**config.mk**
```make
export PLATFORM = sky130hd
export DESIGN_NAME = cache_mem_arbiter
export DESIGN_NICKNAME = d
export VERILOG_FILES = /design/src/rtl/cache_mem_arbiter.sv
export SDC_FILE = /design/constraint.sdc
export NUM_CORES = 1
export LEC_CHECK = 0
export ABC_AREA = 1
export CORE_ASPECT_RATIO = 1.1
export CORE_MARGIN = 10
export CORE_UTILIZATION = 28
export DETAILED_ROUTE_END_ITERATION = 8
export GPL_ROUTABILITY_DRIVEN = 0
export PLACE_DENSITY = 0.74
export SLEW_MARGIN = 10
export SYNTH_ARGS = -nofsm -noshare
export SYNTH_HDL_FRONTEND = slang
export SYNTH_SLANG_ARGS = --single-unit
```
**constraint.sdc**
```tcl
create_clock -name CLK -period 1.8 [get_ports CLK]
set_input_delay 0.45 -clock CLK [delete_from_list [all_inputs] [get_ports CLK]]
set_output_delay 0.45 -clock CLK [all_outputs]
set_load 0.005 [all_outputs]
```
**src/rtl/cache_mem_arbiter.sv**
```systemverilog
// Shares one memory port between icache refills and dcache refills/write-backs as WORDS-beat bursts; define CACHE_ARB_FIXED_PRIO_EN to make ties always go to dcache.
// Latency: request in IDLE -> mem_valid next cycle; done one cycle after the last write acceptance or last read response.
// Backpressure: mem_ready low stalls the beat with mem_valid/mem_addr/mem_we held; dc_wready marks each consumed write beat.
module cache_mem_arbiter #(
  parameter int WORDS  = 8,
  parameter int ADDR_W = 32,
  parameter int DATA_W = 32
) (
  input  logic              CLK,
  input  logic              reset,
  input  logic              ic_req,
  input  logic [ADDR_W-1:0] ic_addr,
  output logic [DATA_W-1:0] ic_rdata,
  output logic              ic_rvalid,
  output logic              ic_done,
  input  logic              dc_req,
  input  logic              dc_we,
  input  logic [ADDR_W-1:0] dc_addr,
  input  logic [DATA_W-1:0] dc_wdata,
  output logic              dc_wready,
  output logic [DATA_W-1:0] dc_rdata,
  output logic              dc_rvalid,
  output logic              dc_done,
  output logic              mem_valid,
  input  logic              mem_ready,
  output logic              mem_we,
  output logic [ADDR_W-1:0] mem_addr,
  output logic [DATA_W-1:0] mem_wdata,
  input  logic              mem_rvalid,
  input  logic [DATA_W-1:0] mem_rdata
);

  localparam int WORD_SH = $clog2(WORDS);
  localparam int BYTE_SH = $clog2(DATA_W/8);
  localparam int OFF_W   = WORD_SH + BYTE_SH;
  localparam int CW      = WORD_SH + 1;

  typedef enum logic [1:0] {IDLE, ISSUE, DRAIN, DONE} state_t;

  state_t                   state, state_nxt;
  logic                     owner_dc;
  logic                     we_q;
  logic [ADDR_W-OFF_W-1:0]  base_hi;
  logic [CW-1:0]            issue_cnt;
  logic [CW-1:0]            resp_cnt;
  logic [OFF_W-1:0]         beat_off;
  logic                     grant_vld;
  logic                     grant_dc;
  logic                     accept;
  logic                     resp_hit;
  logic                     last_issue;
  logic                     last_resp;
  logic                     unused_addr_bits;

  assign unused_addr_bits = ^{ic_addr[OFF_W-1:0], dc_addr[OFF_W-1:0]};
  assign grant_vld = ic_req || dc_req;

`ifdef CACHE_ARB_FIXED_PRIO_EN
  assign grant_dc = dc_req;
`else
  logic last_dc;

  // Ties go to whichever side was not served last; dcache counts as last out of reset.
  assign grant_dc = dc_req && (!ic_req || !last_dc);

  always_ff @(posedge CLK) begin
    if (reset)
      last_dc <= 1'b1;
    else if (state == DONE)
      last_dc <= owner_dc;
  end
`endif

  assign accept     = (state == ISSUE) && mem_ready;
  assign resp_hit   = mem_rvalid && !we_q && (state == ISSUE || state == DRAIN)
                      && (resp_cnt != CW'(WORDS));
  assign last_issue = accept && (issue_cnt == CW'(WORDS-1));
  assign last_resp  = resp_hit && (resp_cnt == CW'(WORDS-1));
  // Offset comes only from the low counter bits so the beat address never carries into the block base.
  assign beat_off   = OFF_W'(issue_cnt[WORD_SH-1:0]) << BYTE_SH;

  always_ff @(posedge CLK) begin
    if (reset)
      state <= IDLE;
    else
      state <= state_nxt;
  end

  always_comb begin
    state_nxt = state;
    mem_valid = 1'b0;
    mem_we    = 1'b0;
    mem_addr  = '0;
    mem_wdata = '0;
    dc_wready = 1'b0;
    ic_rvalid = 1'b0;
    dc_rvalid = 1'b0;
    ic_rdata  = '0;
    dc_rdata  = '0;
    ic_done   = 1'b0;
    dc_done   = 1'b0;
    case (state)
      IDLE:  if (grant_vld) state_nxt = ISSUE;
      ISSUE: begin
        mem_valid = 1'b1;
        mem_we    = we_q;
        mem_addr  = {base_hi, beat_off};
        mem_wdata = we_q ? dc_wdata : '0;
        dc_wready = we_q && mem_ready;
        if (last_issue)
          state_nxt = (we_q || last_resp) ? DONE : DRAIN;
      end
      DRAIN: if (last_resp) state_nxt = DONE;
      DONE: begin
        ic_done   = !owner_dc;
        dc_done   = owner_dc;
        state_nxt = IDLE;
      end
      default: state_nxt = IDLE;
    endcase
    if (resp_hit) begin
      ic_rvalid = !owner_dc;
      dc_rvalid = owner_dc;
      ic_rdata  = mem_rdata;
      dc_rdata  = mem_rdata;
    end
  end

  always_ff @(posedge CLK) begin
    if (reset) begin
      owner_dc  <= 1'b0;
      we_q      <= 1'b0;
      base_hi   <= '0;
      issue_cnt <= '0;
      resp_cnt  <= '0;
    end else if (state == IDLE && grant_vld) begin
      owner_dc  <= grant_dc;
      we_q      <= grant_dc && dc_we;
      base_hi   <= grant_dc ? dc_addr[ADDR_W-1:OFF_W] : ic_addr[ADDR_W-1:OFF_W];
      issue_cnt <= '0;
      resp_cnt  <= '0;
    end else begin
      if (accept)
        issue_cnt <= issue_cnt + 1'b1;
      if (resp_hit)
        resp_cnt <= resp_cnt + 1'b1;
    end
  end

endmodule

```
==> reports/qor.yml, run 1 <==
run_status:
  status: "finished with violations"
  violations: "negative setup slack"
setup_path:
  cp-start-kind: "register"
  r2r_setup_slack_ns: -0.08
  cp_top_family: "buffers and inverters"
  slowest_delay_ns: 0.34
  startpoint: "state[1]"
  endpoint: "ic_rdata[25]"
  cp_slowest_cell: "dfxtp_2"
  r2r_start: "state[1]"
  cp.depth: 9
  crit_top_cell: "nor2_4"
  crit_buf_inv: 5
  crit_fanout: 6
  crit_type: "register to output pin"
  reg2reg_depth: 14
  r2r_end: "state[0]"
  crit_path_cell_trace: "inv_2, ha_4, nand3_4, nor2_4, inv_4, buf_12, buf_16, nor2_4, buf_2"
  end_kind: "output pin"
  arrival_ns: 1.73
  worstPathRequired_ns: 1.35
clock_network:
  clk_pin_slew_worst_paths_ns: 0.06
  clock_latency_ns: 0.28
  root_buffer: "clkbuf_16"
  cts_tree: "done"
  cts.sinks: 40
  htree_levels: 2
  cts.path.max_buffers: 2
  cts_buffers: 5
layout:
  n_antenna_cell: 0
  area_growth_pct: 108
  drive_gt1_share_pct: 38.6
  final_common_cell: "clkdlybuf4s50_1"
  final_cell_mix: "clkdlybuf4s50_1 (123), inv_1 (115), buf_2 (88), nor2_1 (69), nand2_1 (59)"
  final_nets: 889
  nFillCells: 968
global_route:
  antenna_found_initial: 0
  overflow: 0
  grt_max_degree: 29
  track_usage_pct: 17.9
  grt_pass1_vias: 3881
  grt_first_pass_wirelength_um: 22100
drt:
  dr.pass1.iters: 6
  drt_wl_total_um: 14500
  vias: 3824
  wl_per_cell_um: 16.3
  ant_nets: 0
  drt_iter0_drc: 111
  drc: 0
  routed_via_density: 4.30
floorplan:
  die_h_um: 128
  coreArea_um2: 10300
  dieArea_um2: 15100
  start_util_pct: 28.6
  rows: 39
  io_pins: 270
  die_w_um: 118
synth:
  synthesis.area_um2: 2960
  yosysTopAreaCellShare_pct: 27.1
  synthCells: 485
  synth_area_per_cell_um2: 6.10
  synth-seq-cells: 40
  synthTopCellsByArea: "dfxtp_1 (27%), nor2_1 (16%), inv_1 (15%), buf_4 (9.9%), nand2_1 (9.4%)"
  yosysUniqueCellTypes: 34
  seq_area_frac_synth_pct: 27.1
  yosys_warnings: 0
  yosysTopAreaCell: "dfxtp_1"
sta:
  fin_crit_ns: 2.18
  rsz0062_at_grt: "yes"
  final_hold_viol_count: 0
  fmax_ghz: 0.458
  setup_viol_count_final: 131
  whs_ns: 0.459
  fin_crit_sh_pct: 121
  drv_slew: 0
  worst_slack_ns: -0.384
  fin_tns_setup_ns: -34.92
  finClkSkew_ns: 0.00538
worst_hold_path:
  hold_class: "register to register"
job:
  drv_cap: 0
power:
  leakage_nw: 3.27
  p_switching_mw: 1.97
  clkPwrFrac_pct: 15.8
  p_seq_share_pct: 23.7
  ir_worst_vdd_uv: 537
  p_per_area_nw_per_um2: 863
  combPwrFrac_pct: 60.5
  swShare_pct: 37.1
  cell_internal_pwr_mw: 3.34
placed_design:
  port_buffers: 257
  preCtsSetupSlack_ns: -0.751
  dp_hpwl_um: 11600
==> cells in the mapped netlist <==
cell and number:
nand4_1 1, inv_1 117, o22ai_1 1, a21oi_4 1
clkbuf_1 6, inv_2 1, ha_1 7, nand3_2 2
a211oi_1 1, nand2_1 74, buf_2 4, o31ai_2 5
nor2_2 2, inv_4 1, nand3_1 3, o31ai_1 22
nor3_1 1, a21oi_2 1, o21ai_0 7, buf_6 5
nor2_1 127, a211oi_2 1, nor4_1 1, nand2_2 2
nor3b_1 1, nand2_4 1, o21bai_1 1, nor3_2 1
a31oi_1 1, conb_1 1, dfxtp_1 40, buf_4 39
a21oi_1 6, clkinv_2 1
==> routing by layer <==
layer	GRT usage, %	up-vias	wire length, um
met4	2.62	0	119
met2	32.8	174	7370
met5	0	-	0
met1	19.8	1732	5730
li1	-	1908	-
met3	6.70	10	1300
==> state kept, by name, indices dropped and copies added, names as in the netlist <==
name and flops:
last_dc 1, resp_cnt 4, we_q 1, base_hi 27, owner_dc 1, state 2
issue_cnt 4
==> kinds of logic after synthesis <==
group	after synthesis	synth area share [%]
and+or+nand+nor	216	29.1
adders and majority gates	7	2.96
DFF	40	27.1
other	1	0.127
AOI/OAI and AO/OA	47	12.1
buffers and inverters	174	28.6
==> power by group through the flow <==
| stage | sequential [mW] | combinational [mW] | clock, mW |
|---|---|---|---|
| 2_1_floorplan | 1.24 | 1.40 | 0 |
| 3_3_place_gp | 1.25 | 2.61 | 0 |
| 6_report | 1.26 | 3.21 | 0.836 |
| 3_5_place_dp | 1.26 | 2.67 | 0 |
| 5_1_grt | 1.30 | 3.46 | 0.893 |
| 4_1_cts | 1.25 | 3.09 | 0.855 |
==> tightest hold or removal path: cells and delay by family (launching register included) <==
family	cells	cell delay, ns
simple gates	1	0.05
flops	1	0.33
compound gates	1	0.05
==> stage by stage <==
step                cells  cell area [um^2]  util [%]  power, mW
finish                890              6160      59.5       5.31
global placement      859              5740      55.5       3.86
CTS                   886              5910      57.1       5.20
global route          890              6160      59.5       5.65
floorplan             486              3150         -       2.64
detailed placement    859              5740      55.5       3.93
==> repair_timing <==
action | CTS | global route
endpoints found under the setup margin | 133 | 135
resized for setup | 585 | 83
buffers inserted | 16 | 2
hold buffers | 0 | 0
gates cloned | 4 | 2
pin swaps | 7 | 8
==> how the worst min path moves through the flow <==
stage / cells after the start / to / from
after global routing: 2 / base_hi[26] / base_hi[26]
after global placement: 2 / base_hi[20] / base_hi[20]
after detailed placement: 2 / base_hi[19] / base_hi[19]
final: 2 / base_hi[4] / base_hi[4]
after CTS: 2 / base_hi[19] / base_hi[19]
after floorplan: 2 / base_hi[10] / base_hi[10]
==> final cells by class <==
class	count	area [um^2]	share of cell area, %
Sequential cell	40	805	13.1
Tap cell	143	179	2.91
Inverter	120	457	7.42
Timing Repair Buffer	308	2830	46.0
Multi-Input combinational cell	272	1750	28.5
Clock inverter	1	5.00	0.0813
Clock buffer	6	129	2.09
Note: power is estimated with default switching activity, not from simulation.
==> inputs of run 2 (changes only) <==
CTS_CLUSTER_DIAMETER = 40   (was default)
CTS_CLUSTER_SIZE = 8   (was default)
==> results of run 2 <==
Same layout as run 1: the final DEF is identical, and so are final timing and power.
